File: src/rtl/demux_5channel_buf.sv
// One-to-five demultiplexer with a single-entry holding register per channel.
// Illegal selects (5..7) are swallowed and tallied in a sticky error/drop counter.
module demux_5channel_buf #(
    parameter int DATAWIDTH = 8
) (
    input  logic                 clk,
    input  logic                 rst,
    input  logic [DATAWIDTH-1:0] in_data,
    input  logic [2:0]           select,
    input  logic                 in_valid,
    output logic                 in_ready,
    output logic [DATAWIDTH-1:0] out1,
    output logic [DATAWIDTH-1:0] out2,
    output logic [DATAWIDTH-1:0] out3,
    output logic [DATAWIDTH-1:0] out4,
    output logic [DATAWIDTH-1:0] out5,
    output logic [4:0]           out_valid,
    input  logic [4:0]           out_ready,
    input  logic                 err_clr,
    output logic                 err_sel,
    output logic [3:0]           drop_cnt
);

    localparam int NUM_CH = 5;

    logic [DATAWIDTH-1:0] data_q [NUM_CH];
    logic [NUM_CH-1:0]    valid_q;
    logic [NUM_CH-1:0]    sel_onehot;
    logic [NUM_CH-1:0]    load;
    logic [NUM_CH-1:0]    drain;
    logic                 sel_legal;
    logic                 accept;
    logic                 drop;
    logic                 err_q;
    logic [3:0]           cnt_q;

    always_comb begin
        sel_onehot = '0;
        for (int k = 0; k < NUM_CH; k++) begin
            sel_onehot[k] = (select == 3'(k));
        end
    end

    assign sel_legal = (select < 3'(NUM_CH));

    // A full channel frees up in the same cycle its consumer takes the word.
    assign in_ready = sel_legal ? (|(sel_onehot & (~valid_q | out_ready))) : 1'b1;

    assign accept = in_valid & in_ready;
    assign load   = sel_onehot & {NUM_CH{accept}};
    assign drain  = valid_q & out_ready;
    assign drop   = accept & ~sel_legal;

    for (genvar g = 0; g < NUM_CH; g++) begin : g_ch
        always_ff @(posedge clk or negedge rst) begin
            if (!rst) begin
                data_q[g]  <= '0;
                valid_q[g] <= 1'b0;
            end else if (load[g]) begin
                data_q[g]  <= in_data;
                valid_q[g] <= 1'b1;
            end else if (drain[g]) begin
                valid_q[g] <= 1'b0;
            end
        end
    end

    // A drop coinciding with a clear wins, leaving a count of exactly one.
    always_ff @(posedge clk or negedge rst) begin
        if (!rst) begin
            err_q <= 1'b0;
            cnt_q <= 4'd0;
        end else if (drop) begin
            err_q <= 1'b1;
            if (err_clr) begin
                cnt_q <= 4'd1;
            end else if (cnt_q != 4'hF) begin
                cnt_q <= cnt_q + 4'd1;
            end
        end else if (err_clr) begin
            err_q <= 1'b0;
            cnt_q <= 4'd0;
        end
    end

    assign out1      = data_q[0];
    assign out2      = data_q[1];
    assign out3      = data_q[2];
    assign out4      = data_q[3];
    assign out5      = data_q[4];
    assign out_valid = valid_q;
    assign err_sel   = err_q;
    assign drop_cnt  = cnt_q;

endmodule
File: config.mk
export PLATFORM = sky130hd
export DESIGN_NAME = demux_5channel_buf
export DESIGN_NICKNAME = d
export VERILOG_FILES = /design/src/rtl/demux_5channel_buf.sv
export SDC_FILE = /design/constraint.sdc
export NUM_CORES = 1
export LEC_CHECK = 0
export BUFFER_PORTS_ARGS = -buffer_cell sky130_fd_sc_hd__buf_2
export CAP_MARGIN = 20
export CELL_PAD_IN_SITES_DETAIL_PLACEMENT = 1
export CELL_PAD_IN_SITES_GLOBAL_PLACEMENT = 1
export CORE_MARGIN = 3
export CORE_UTILIZATION = 39
export DETAILED_ROUTE_END_ITERATION = 7
export PLACE_DENSITY = 0.75
export SKIP_CTS_REPAIR_TIMING = 1
export SYNTH_ARGS = -nofsm -noshare
export SYNTH_HDL_FRONTEND = slang
export SYNTH_SLANG_ARGS = --single-unit
File: constraint.sdc
create_clock -name clk -period 1.4 [get_ports clk]
set_input_delay 0.21 -clock clk [delete_from_list [all_inputs] [get_ports clk]]
set_output_delay 0.21 -clock clk [all_outputs]
set_load 0.02 [all_outputs]
==> metrics.md <==
| Metric | Value |
|---|---|
| Status | complete, but fails checks |
| Violated checks | setup timing |
| I/O Pins | 71 |
| Post-Place Cells | 283 |
| Worst-path clk slew | 0.09 ns |
| TritonCTS Buffers | 5 |
| Leading area contributor after synthesis | dfrtp_1 |
| Iteration-0 DRC Markers | 37 |
| Synth top area share | 0.606 |
| P per Cell Area | 1450 nW/um^2 |
| Mapped Cells | 141 |
| Most common cell in the netlist | dfrtp_1 |
| Final Slew Violations | 0 |
| First-pass GRT wire length | 8.78 mm |
| Worst-Margin Slew | 0.412 ns |
| Routed vias | 1501 |
| Post-synth top flop | dfrtp_1 |
| Critical Path RT | 1.19 ns |
| Clock Latency Late Sink | 0.30 ns |
| Initial antenna violation count | 0 |
| Post-Layout Cell Count | 295 |
| Distinct cells, synth | 32 |
| WL per Instance | 18.5 microns |
| Nets | 249 |
| Mapped Area | 2070 sq um |
| Routed WL | 5.44 mm |
| Core area | 4910 sq um |
| H-tree depth | 2 |
| Top cells by area, synth | dfrtp_1 61%, mux2_2 22%, nand4b_2 1.5% |
| Fmax | 706 MHz |
| Inserted Diodes | 0 |
| Hold Path Class | in -> reg |
| Chip Height | 78.8 microns |
| Vias/cell | 5.09 |
| Lkg Pwr | 1.35 nW |
| Avg Cell Area, Syn | 14.7 sq um |
| RePlAce Congestion | 0.864 |
| Crit path arrival time | 1.21 ns |
| Post-route cell area | 2710 sq um |
| Root Buffer | clkbuf_8 |
| Final hold vios | 0 |
| Syn_nets | 162 |
| YS warnings | 0 |
| Crit Path Category | reg -> out |
| Synthesized flop and latch total | 50 |
| CTS Buffer Depth | 2 |
| Share of cells above drive strength 1 | 0.596 |
| Starting Density | 0.421 |
| Crit-path max FO | 3 |
| Relative slew slack | 0.724 |
| CTS tree | built |
| Die area | 6210 sq um |
| Grt total ovfl | 0 |
| Layout filler cell count | 539 |
| Post-synth EDFFs | 0 |
| DRC viols | 0 |
| Worst VDD drop | 650 uV |
| Dpl hpwl | 4.06 mm |
| CP endpoint kind | output pin |
| Most frequent cells after synthesis | 50 x dfrtp_1, 40 x mux2_2, 4 x nand2_1, 4 x nand2b_1 |
| Worst Clk Skew | 0.00839 ns |
| Number of routed nets with antenna violations | 0 |
| Synth-to-layout area growth | 31.4% |
| Pin count of the biggest net entering global routing | 51 |
| Max-cap viol count | 0 |
| Period utilisation layout | 1.01 |
| Area after DPL | 2550 sq um |
| R2R setup slack | 0.03 ns |
| Chip width | 78.8 microns |
| GRT Total Usage | 0.184 |
| FP Rows | 25 |
| Total clock sinks | 50 |
| Crit path launch type | flip-flop |
| RSZ-0062 raised after global routing | yes |
| Final setup viols | 1 |
| IO Port Bufs | 70 |
| Tmin final | 1.42 ns |
| Setup WS pre-CTS | -0.00425 ns |
| Setup ws final | -0.0173 ns |
| Vias in the first global route | 1659 |
| DR pass1 iterations | 4 |
| Asr flop ratio synth | 1.00 |
| Seq/Total Area, Yosys | 0.606 |
## sequential cells by signal (all words and copies together), names as in the netlist
name and cells:
err_sel 1, out2 8, out_valid 5, out5 8, drop_cnt 4, out3 8
out4 8, out1 8
## critical path, stage by stage (launching register included)
cell and delay (ns):
dfrtp_1 0.41, nand4bb_1 0.11, a31oi_1 0.09, a21oi_1 0.14, buf_4 0.17
## where the power goes
part | switching (W) | internal [W] | total [W]
Combinational | 0.000649 | 0.000443 | 0.00109
Clock | 0.000466 | 0.000526 | 0.000992
Sequential | 0.000149 | 0.00171 | 0.00186
Total | 0.00126 | 0.00268 | 0.00395
## path summary, 6_finish.rpt
| check | cells past startpoint | from | endpoint |
|---|---|---|---|
| worst max-delay path | 4 | out_valid[1] | in_ready |
| worst min-delay path | 2 | err_clr | drop_cnt[1] |
| worst max register to register | 3 | out_valid[3] | out4[7] |
| worst min register to register | 1 | out3[7] | out3[7] |
| max in group asynchronous | 3 | rst | out_valid[3] |
| min in group asynchronous | 3 | rst | err_sel |
## cell usage in the layout, fill, tap and decap left out, types with 2 or more instances in the layout
cell        n
a21oi_1     3
a31oi_1     2
buf_2      69
buf_4      12
clkbuf_8    5
dfrtp_1    49
inv_1       3
mux2_2     40
nand2_1     4
nand2b_1    4
nand3_1     3
nand4b_1    2
nand4b_2    2
nand4bb_1   2
nor2_1      3
nor3_1      2
o21ai_0     2
## kinds of logic (layout without fill, tap and decap cells)
kind of cell	after synthesis	in the layout	synth area share
muxes	41	41	0.223
AOI/OAI and AO/OA	13	13	0.0460
and+or+nand+nor	30	30	0.105
buffers and inverters	6	93	0.0139
DFF	50	50	0.606
adders and majority gates	1	1	0.00606
## through the flow
stage	power, W	TNS [ns]	hold WS (ns)	util
finish	0.00395	-0.0173	0.163	0.553
CTS	0.00398	-0.106	-0.0941	0.542
global placement	0.00293	0	0.213	0.520
floorplan	0.00251	0	-0.0856	-
detailed placement	0.00299	-0.00537	0.229	0.520
global route	0.00414	-0.132	0.182	0.553
## layout make-up
type,count,area (sq um),area share
multi-input combinational,85,793,0.292
inverter,3,11.3,0.00415
timing repair buffer,83,465,0.172
clock buffer,5,68.8,0.0254
tap,67,83.8,0.0309
clock inverter,2,38.8,0.0143
sequential,50,1250,0.462
## routing by layer
| layer | vias up | part of all wire | track usage | wire (microns) |
|---|---|---|---|---|
| li1 | 687 | - | - | - |
| met1 | 762 | 0.41 | 0.220 | 2220 |
| met2 | 46 | 0.53 | 0.329 | 2860 |
| met3 | 6 | 0.055 | 0.0499 | 297 |
| met4 | 0 | 0.011 | 0.0437 | 61 |
| met5 | - | 0 | 0 | 0 |
Power figures use the tool's default switching activity.
